**src/rtl/operand_stepper.sv**
```systemverilog
// rtl/operand_stepper.sv - pushbutton/auto-scan stepper producing operand addresses and ALU opcode
module operand_stepper #(
    parameter int ADDR_W          = 3,
    parameter int OP_W            = 3,
    parameter int OP_MAX          = 7,
    parameter int DEBOUNCE_CYCLES = 500000,
    parameter int SCAN_CYCLES     = 50000000
) (
    input  logic              clk_i,
    input  logic              rst_i,
    input  logic              btn_a_i,
    input  logic              btn_b_i,
    input  logic              btn_op_i,
    input  logic              auto_i,
    output logic [ADDR_W-1:0] addra_o,
    output logic [ADDR_W-1:0] addrb_o,
    output logic [OP_W-1:0]   operacion_o,
    output logic              tick_o
);

    localparam int DB_W = (DEBOUNCE_CYCLES > 2) ? $clog2(DEBOUNCE_CYCLES) : 1;
    localparam int PS_W = (SCAN_CYCLES > 2) ? $clog2(SCAN_CYCLES) : 1;
    localparam logic [DB_W-1:0] DB_LAST = DB_W'(DEBOUNCE_CYCLES - 1);
    localparam logic [PS_W-1:0] PS_LAST = PS_W'(SCAN_CYCLES - 1);
    localparam logic [OP_W-1:0] OP_TOP  = OP_W'(OP_MAX);

    typedef enum logic {
        MANUAL,
        SCAN
    } state_t;

    // bit order in the conditioning vectors: 0 = btn_a, 1 = btn_b, 2 = btn_op, 3 = auto
    logic [3:0]      sync_meta;
    logic [3:0]      sync_q;
    logic [2:0]      stable;
    logic [2:0]      stable_d;
    logic [DB_W-1:0] db_cnt [3];
    logic [2:0]      press;
    logic [2:0]      pend;
    logic [2:0]      req;
    logic            auto_s;
    logic [PS_W-1:0] presc;
    state_t          state;

    logic [ADDR_W-1:0] addra_inc;
    logic [ADDR_W-1:0] addrb_inc;
    logic [OP_W-1:0]   op_inc;

    // two-flop synchroniser for every raw input
    always_ff @(posedge clk_i or posedge rst_i) begin
        if (rst_i) begin
            sync_meta <= '0;
            sync_q    <= '0;
        end else begin
            sync_meta <= {auto_i, btn_op_i, btn_b_i, btn_a_i};
            sync_q    <= sync_meta;
        end
    end

    // debounce: the stable value only follows the synced value after DEBOUNCE_CYCLES of disagreement
    always_ff @(posedge clk_i or posedge rst_i) begin
        if (rst_i) begin
            stable   <= '0;
            stable_d <= '0;
            for (int i = 0; i < 3; i++) begin
                db_cnt[i] <= '0;
            end
        end else begin
            stable_d <= stable;
            for (int i = 0; i < 3; i++) begin
                if (sync_q[i] == stable[i]) begin
                    db_cnt[i] <= '0;
                end else if (db_cnt[i] == DB_LAST) begin
                    stable[i] <= sync_q[i];
                    db_cnt[i] <= '0;
                end else begin
                    db_cnt[i] <= db_cnt[i] + DB_W'(1);
                end
            end
        end
    end

    // a press is a rising edge of the debounced level; presses deferred behind a tick are re-offered
    always_comb begin
        press     = stable & ~stable_d;
        req       = press | pend;
        auto_s    = sync_q[3];
        addra_inc = addra_o + ADDR_W'(1);
        addrb_inc = addrb_o + ADDR_W'(1);
        op_inc    = (operacion_o >= OP_TOP) ? '0 : operacion_o + OP_W'(1);
    end

    // mode FSM with registered outputs; tick_o marks the cycle new values appear
    always_ff @(posedge clk_i or posedge rst_i) begin
        if (rst_i) begin
            state       <= MANUAL;
            presc       <= '0;
            pend        <= '0;
            addra_o     <= '0;
            addrb_o     <= '0;
            operacion_o <= '0;
            tick_o      <= 1'b0;
        end else begin
            tick_o <= 1'b0;
            case (state)
                MANUAL: begin
                    presc <= '0;
                    if (auto_s) begin
                        state <= SCAN;
                        pend  <= '0;
                    end else if (tick_o) begin
                        // keep tick_o from going high twice in a row: hold new presses one cycle
                        pend <= req;
                    end else begin
                        pend <= '0;
                        if (req[0]) addra_o     <= addra_inc;
                        if (req[1]) addrb_o     <= addrb_inc;
                        if (req[2]) operacion_o <= op_inc;
                        tick_o <= |req;
                    end
                end
                SCAN: begin
                    pend <= '0;
                    if (!auto_s) begin
                        state <= MANUAL;
                        presc <= '0;
                    end else if (presc == PS_LAST) begin
                        // mixed-radix step: addrb is the least significant digit
                        presc   <= '0;
                        tick_o  <= 1'b1;
                        addrb_o <= addrb_inc;
                        if (addrb_o == '1) begin
                            addra_o <= addra_inc;
                            if (addra_o == '1) begin
                                operacion_o <= op_inc;
                            end
                        end
                    end else begin
                        presc <= presc + PS_W'(1);
                    end
                end
                default: begin
                    state <= MANUAL;
                    presc <= '0;
                    pend  <= '0;
                end
            endcase
        end
    end

endmodule
```
**config.mk**
```make
export PLATFORM = sky130hd
export DESIGN_NAME = operand_stepper
export DESIGN_NICKNAME = d
export VERILOG_FILES = /design/src/rtl/operand_stepper.sv
export SDC_FILE = /design/constraint.sdc
export NUM_CORES = 1
export LEC_CHECK = 0
export ABC_AREA = 1
export CAP_MARGIN = 0
export CORE_MARGIN = 2
export CORE_UTILIZATION = 40
export DETAILED_ROUTE_END_ITERATION = 8
export PLACE_DENSITY_LB_ADDON = 0.08
export SLEW_MARGIN = 25
export SYNTH_ARGS = -nofsm -noshare
export SYNTH_HDL_FRONTEND = slang
export SYNTH_SLANG_ARGS = --single-unit
```
**constraint.sdc**
```tcl
create_clock -name clk_i -period 3.4 [get_ports clk_i]
set_clock_uncertainty 0.05 [all_clocks]
set_input_delay 0.51 -clock clk_i [delete_from_list [all_inputs] [get_ports clk_i]]
set_output_delay 0.51 -clock clk_i [all_outputs]
set_load 0.01 [all_outputs]
```
# Yosys cells after proc, flatten, opt, wreduce, memory -nomap -nowiden
# Cells that the tools add are included.
# Widths: inputs -> output; s select.
# totals
reg_bits,111
latch_bits,0
ramBits,0
romBits,0
inputBits,6
out_inout_bits,10
wordCells,96
n_memories,0
# classes
n_addsub,7
n_mul,0
div,0
order_cmp,1
eq_ne,18
n_shift,0
n_mux,40
bitwise,7
reduce_logical,7
# ops
op,count
$mux 19,6
$mux 3,21
$add 19x1->19 const B,3
$eq 19x19->1 const B,3
$mux 26,2
$pmux 26 s2,1
$add 26x1->26 const B,1
$eq 26x26->1 const B,1
$pmux 3 s2,4
$ne 2x2->1 const B,6
$add 3x1->3 const B,3
$reduce_and 7->1,1
$eq 3x3->1 const B,2
$ne 2x1->1 const B,3
$reduce_and 2->1,3
$reduce_and 6->1,1
$mux 1,5
$reduce_and 5->1,1
$not 1->1,4
$and 3x3->3,1
$eq 1x1->1,3
$ge 3x3->1 const B,1
$not 3->3,1
$or 3x3->3,1
2 further kinds,2

# Depth between registers and ports, before layout
# Gate-level depths: netlist (run 1).
# depth
depth_word,7
ltp_mapped,10
mapped_depth_nobuf,10

# Worst setup path after synthesis (run 1)
# OpenSTA, ideal clock, no wires.
# synth_timing
path_type,register to register
start,reg state
end,reg operacion_o[0]
setup_time_ns,0.117
arrival_time_ns,1.341
t_required_ns,3.233
slack_ns,1.892
stages_incl_launch_ff,10
path_buffers,0
synth_period_minus_slack_ns,1.508
cell_sequence,dfrtp_1 -> inv_2 -> ha_1 -> nand2_1 -> inv_1 -> o21ai_1 -> a21oi_2 -> nand2_2 -> nand2_1 -> nand2_1
# synth_between
elab_chain_cells,3
word_cells_on_any_way,10
cone_classes,eq/ne: 7; mux: 1; bitwise: 1; reduce/logical: 1
# synth_rtl
item,line,source
start: declaration,43,state_t state;
start signal: assignment,96,state <= MANUAL;
start signal: assignment,109,state <= SCAN;
start signal: assignment,125,state <= MANUAL;
$not 1->1,n/a,
$ne 2x2->1 (no line),n/a,
$reduce_and 7->1 (no line),n/a,
end signal: assignment,118,if (req[2]) operacion_o <= op_inc;
end signal: assignment,135,operacion_o <= op_inc;
end: declaration,17,"output logic [OP_W-1:0] operacion_o,"
# Several ways; a longest one is shown, not always the timed one.
# A chain may end at the register's enable or synchronous reset.

# Worst setup path after layout (run 1)
# layout_timing
start,reg tick_o
end,out tick_o
# layout_lines
item,line,source
start: declaration,18,output logic tick_o
start signal: assignment,119,tick_o <= |req;
# No word-level cell between the ends.

==> flow_metrics.env, run 1 <==
export IMPL_yosys_top_cells_area="dfrtp_1 (49%), nor2_1 (11%), nand2_1 (9.4%), inv_1 (5.7%), nand3_1 (4.7%)"
export IMPL_die_w_um=123
export IMPL_cp_slowest_cell="clkdlybuf4s50_1"
export IMPL_clkLatencyLatePin_ps=350
export IMPL_fin_crit_ps=1910
export IMPL_vias=4576
export IMPL_gp_congestion=0.886
export IMPL_portBuffers=15
export IMPL_synth_edf_count=0
export IMPL_worstPathCellList="clkdlybuf4s50_1"
export IMPL_dieArea_mm2=0.0152
export IMPL_clk_pin_slew_ps=70
export IMPL_yosysSeqAreaShare=0.489
export IMPL_grt_pass1_wl_um=20500
export IMPL_dr_pass1_iters=5
export IMPL_power_density_mw_per_mm2=443
export IMPL_slew_viol_final=0
export IMPL_grt_overflow_total=0
export IMPL_htreeDepth=3
export IMPL_root_buffer="clkbuf_16"
export IMPL_rows=43
export IMPL_io_pins=16
export IMPL_cpPeakStageDelay_ps=580
export IMPL_drtAntennaViolNets=0
export IMPL_drc=0
export IMPL_clock_sinks=111
export IMPL_tightestPinTransition_ps=574
export IMPL_yosys_area_top_type_share=0.489
export IMPL_holdWs_ps=303
export IMPL_critPathKind="reg2out"
export IMPL_synth_cell_types=33
export IMPL_synth_area_per_cell_um2=7.84
export IMPL_antenna_found_initial=0
export IMPL_numCtsBuffers=9
export IMPL_dp_hpwl_um=8430
export IMPL_wire_per_inst_um=12.6
export IMPL_worst_setup_path_start_kind="flip-flop"
export IMPL_syn_area_mm2=0.00568
export IMPL_synth_seq_cells=111
export IMPL_ir_drop_mv=0.288
export IMPL_maxCapViolations=0
export IMPL_fmax_mhz=523
export IMPL_coreArea_mm2=0.0139
export IMPL_synth_ff_type="dfrtp_1"
export IMPL_worstPathRequired_ps=2840
export IMPL_cp_top_family="buffers and inverters"
export IMPL_drive_above_1_share=0.0622
export IMPL_synth_cells=725
export IMPL_layout_nets=768
export IMPL_yosys_area_top_type="dfrtp_1"
export IMPL_grt_total_usage=0.171
export IMPL_setup_violations=0
export IMPL_n_fill_cell=1401
export IMPL_grt_max_degree=112
export IMPL_antennaDiodeCount=0
export IMPL_worstPathMaxFanout=4
export IMPL_relSlewSlack=0.617
export IMPL_start_util=0.409
export IMPL_status="finished, final reports clean"
export IMPL_hold_viol=0
export IMPL_cts_path_max_buffers=2
export IMPL_cp_arrival_ps=1350
export IMPL_synthArstFlopShare=1.00
export IMPL_cts_tree="built"
export IMPL_synth_fp_nets=742
export IMPL_setup_tns_ps=0
export IMPL_ctsResizeCount=0
export IMPL_hold_path_class="reg2reg"
export IMPL_rsz0062_at_grt="no"
export IMPL_crit_buf_inv=1
export IMPL_cts_hold_fix_buffers=0
export IMPL_viasPerCell=4.89
export IMPL_routed_wl_um=11800
export IMPL_grt_pass1_vias=4399
export IMPL_leakage_nw=2.76
export IMPL_dieHeight_um=123
export IMPL_cts_setup_buffers=0
export IMPL_area_growth_pct=12.1
export IMPL_endpoint_kind="output port"
export IMPL_drt_initial_drc_count=316
export IMPL_yosys_warnings=0
export IMPL_period_share=0.563
==> logic make-up (layout without fill, tap and decap cells) <==
family | Yosys count | after routing | synth area share
xor gates and xnor gates | 30 | 30 | 0.0462
DFF | 111 | 111 | 0.489
adders and majority gates | 11 | 11 | 0.0242
buffers and inverters | 92 | 123 | 0.0621
AOI/OAI and AO/OA | 36 | 36 | 0.0368
and+or+nand+nor | 445 | 445 | 0.342
==> final cells by class <==
class,count,area [um2],share of cell area
clock buffers,11,243,0.0381
clock inverters,5,56.3,0.00884
inverters,91,345,0.0542
multi-input cells,522,2550,0.401
flip-flops and latches,111,2780,0.436
well taps,180,225,0.0354
repair buffers,16,170,0.0267
==> metal layers <==
metal / part of all wire / track usage / vias up
met1: 0.49 / 0.238 / 2123
met5: 0 / 0 / -
met4: 0.0082 / 0.0369 / 0
met3: 0.045 / 0.0461 / 10
met2: 0.45 / 0.269 / 92
li1: - / - / 2351
==> worst paths after layout <==
kind	startpoint	cells after the start	to	slack [ps]
worst max-delay path	tick_o$_DFF_PP0_	1	tick_o	1490
worst min-delay path	sync_meta[3]$_DFF_PP0_	0	sync_q[3]$_DFF_PP0_	300
worst max register to register	presc[0]$_DFF_PP0_	10	presc[23]$_DFF_PP0_	1580
worst min register to register	sync_meta[3]$_DFF_PP0_	0	sync_q[3]$_DFF_PP0_	300
max in group asynchronous	rst_i	3	db_cnt[37]$_DFF_PP0_	2240
min in group asynchronous	rst_i	3	db_cnt[17]$_DFF_PP0_	640
==> cells in the mapped netlist (all sizes together) (2+ instances only) <==
master and n:
nor3 35, a21oi 24, nand3b 2, nand3 55, inv 90, nand4 15, nor3b 3, dfrtp 111
xor2 25, a211oi 3, nand2 151, ha 11, xnor2 5, nor2 183, o21ai 4
==> stage by stage <==
step                power [W]  instances  utilization  setup slack [ps]  area, um2
finish                0.00282        936        0.459              1490       6370
CTS                   0.00287        936        0.459              1470       6370
floorplan             0.00162        725            -              1500       5690
detailed placement    0.00178        920        0.437              1580       6070
global placement      0.00177        920        0.437              1640       6070
global route          0.00297        936        0.459              1400       6370
==> state kept, by name, summed over array words and instances, names as in the netlist, 4 cells and up <==
| register | flops |
|---|---|
| db_cnt | 57 |
| sync_q | 4 |
| presc | 26 |
| sync_meta | 4 |
==> power by group <==
part	switching, W	total, W	internal [W]
Sequential	0.0000647	0.00144	0.00138
Combinational	0.000157	0.000304	0.000147
Clock	0.000481	0.00107	0.000592
Total	0.000702	0.00282	0.00212
==> cells in the final DEF, fill, tap and decap left out, types with 2 or more instances in the layout <==
cell	count
a211oi_1	2
nor3b_1	3
nor2_2	7
nand3b_1	2
clkbuf_16	9
dfrtp_1	111
inv_2	3
nand2_1	142
nand4_2	2
xnor2_1	5
xor2_1	25
nand3_1	53
ha_1	11
nor2_1	172
clkinvlp_4	2
inv_1	86
clkinv_2	2
o21ai_1	3
a21oi_1	23
nand2_2	9
nor2_4	4
nor3_1	35
nand4_1	13
clkdlybuf4s50_1	15
No activity file was read; power rests on OpenSTA's default activity.
==> run 2: changes to the inputs <==
Clock period 3.4 ns to 2 ns, I/O delays scaled along.
==> run 2 against run 1 <==
- register-to-register slack got worse by 1300 ps
- routed wire length fell by 0.37%
- non-clock buffer count rose by 6
- first-iteration DRC count fell by 1.6%
- power rose by 68%
- largest power group unchanged
- highest routed layer unchanged
==> flow_metrics.env, run 2 (synthesis gave the netlist of run 1 again) <==
export IMPL_fin_area_mm2=0.00643
export IMPL_period_share=0.874
export IMPL_ir_drop_mv=0.434
export IMPL_worstPathRequired_ps=2180
export IMPL_placed_cell_area_mm2=0.00614
export IMPL_cts_hold_fix_buffers=0
export IMPL_drc=0
export IMPL_regMostFlops="db_cnt"
export IMPL_mostFrequentLayoutCells="nor2_1 (172), nand2_1 (142), dfrtp_1 (111)"
export IMPL_gp_congestion=0.882
export IMPL_rsz0062_at_grt="no"
export IMPL_start_util=0.409
export IMPL_endpoint_kind="flip-flop"
export IMPL_drt_initial_drc_count=311
export IMPL_relSlewSlack=0.722
export IMPL_critPathKind="reg2reg"
export IMPL_drive_above_1_share=0.0709
export IMPL_layout_nets=774
export IMPL_clock_sinks=111
export IMPL_hold_path_class="in2async"
export IMPL_dieHeight_um=123
export IMPL_leakage_nw=2.79
export IMPL_rows=43
export IMPL_antennaDiodeCount=0
export IMPL_fmax_mhz=572
export IMPL_largest_reg_flops=57
export IMPL_slew_viol_final=0
export IMPL_grt_max_degree=43
export IMPL_power_density_mw_per_mm2=737
export IMPL_worstPathCellList="ha_1 -> nand2_2 -> nor2_4 -> nand2_1 -> nor2_2 -> nand2_1 -> nand3_4 -> inv_2 -> nand2_1 -> nor2_1"
export IMPL_cpPeakStageDelay_ps=380
export IMPL_dieArea_mm2=0.0152
export IMPL_tightestPinTransition_ps=416
export IMPL_cts_tree="built"
export IMPL_power_w=0.00474
export IMPL_viasPerCell=4.89
export IMPL_clkLatencyLatePin_ps=360
export IMPL_dp_hpwl_um=8790
export IMPL_grt_pass1_wl_um=20800
export IMPL_ctsResizeCount=0
export IMPL_htreeDepth=3
export IMPL_wire_per_inst_um=12.5
export IMPL_dr_pass1_iters=5
export IMPL_fin_crit_ps=1750
export IMPL_grt_overflow_total=0
export IMPL_routed_wl_um=11700
export IMPL_setup_tns_ps=0
export IMPL_worstPathMaxFanout=11
export IMPL_clk_pin_slew_ps=70
export IMPL_setup_violations=0
export IMPL_cp_arrival_ps=1930
export IMPL_grt_total_usage=0.175
export IMPL_die_w_um=123
export IMPL_cp_common_cell="nand2_1"
export IMPL_cp_top_family="simple AND/OR/NAND/NOR gates"
export IMPL_grt_pass1_vias=4545
export IMPL_reg_top3="db_cnt: 57 flops, presc: 26 flops"
export IMPL_maxCapViolations=0
export IMPL_root_buffer="clkbuf_16"
export IMPL_cts_setup_buffers=0
export IMPL_area_growth_pct=13.1
export IMPL_vias=4606
export IMPL_numCtsBuffers=9
export IMPL_crit_buf_inv=1
export IMPL_coreArea_mm2=0.0139
export IMPL_cp_slowest_cell="dfrtp_1"
export IMPL_drtAntennaViolNets=0
export IMPL_portBuffers=15
export IMPL_worst_setup_path_start_kind="flip-flop"
export IMPL_cts_path_max_buffers=2
export IMPL_status="finished, final reports clean"
export IMPL_io_pins=16
export IMPL_hold_viol=0
export IMPL_antenna_found_initial=0
export IMPL_final_common_cell="nor2_1"
export IMPL_utilization=0.463
## run 2: cell types whose count changed in the layout (fill, tap and decap cells not counted), sizes merged
cell	delta
buf	+6
clkinvlp	+1
bufinv	-1
clkbuf	-1
clkinv	-1
inv	+2
## run 2: where the power goes
part	leakage [nW]	internal [W]	switching, W
Clock	0.136	0.000895	0.000853
Combinational	1.14	0.000263	0.000271
Sequential	1.51	0.00234	0.000110
Total	2.79	0.00350	0.00123
## run 2: path summary, 6_finish.rpt
path                            slack (ps)                    to  cells after the start                    from
worst min-delay path                   240  db_cnt[15]$_DFF_PP0_                      2                   rst_i
worst min register to register         300   sync_q[2]$_DFF_PP0_                      0  sync_meta[2]$_DFF_PP0_
min in group clk_i                     300   sync_q[2]$_DFF_PP0_                      0  sync_meta[2]$_DFF_PP0_
worst max register to register         250   presc[23]$_DFF_PP0_                     10      presc[0]$_DFF_PP0_
max in group asynchronous             1120   presc[25]$_DFF_PP0_                      3                   rst_i
worst max-delay path                   250   presc[23]$_DFF_PP0_                     10      presc[0]$_DFF_PP0_
## run 2: per-layer routing
metal  GRT usage  part of all wire  wire, um
met5           0                 0         0
met2       0.275              0.45      5290
met1       0.237              0.50      5860
met3      0.0507             0.037       435
met4      0.0447             0.013       154
## run 2: area by class of cell
| cell class | count | area [um2] |
|---|---|---|
| clock inverter | 6 | 50.0 |
| timing repair buffer | 22 | 240 |
| clock buffer | 10 | 239 |
| multi-input combinational | 522 | 2550 |
| inverter | 91 | 345 |
| sequential | 111 | 2780 |
| fill | 1408 | 7450 |
| tap | 180 | 225 |
## run 2: worst reg2reg max path, cell delays in order (launching register included)
cell and delay, ps:
dfrtp_1 380, ha_1 220, nand2_2 110, nor2_4 150, nand2_1 80, nor2_2 140
nand2_1 120, nand3_4 150, inv_2 120, nand2_1 70, nor2_1 40
## run 2: per-stage QoR
step                setup WS [ps]  hold slack, ps  instances
global route                 31.8             265        942
detailed placement            223             287        926
CTS                           213             236        942
global placement              285             285        926
floorplan                     307             281        725
finish                        251             240        942
==> run 3: changes to the inputs <==
Settings changed: CTS_CLUSTER_DIAMETER from default to 150.
==> results of run 3 <==
No change in the layout: final DEF, timing and power equal those of run 2.
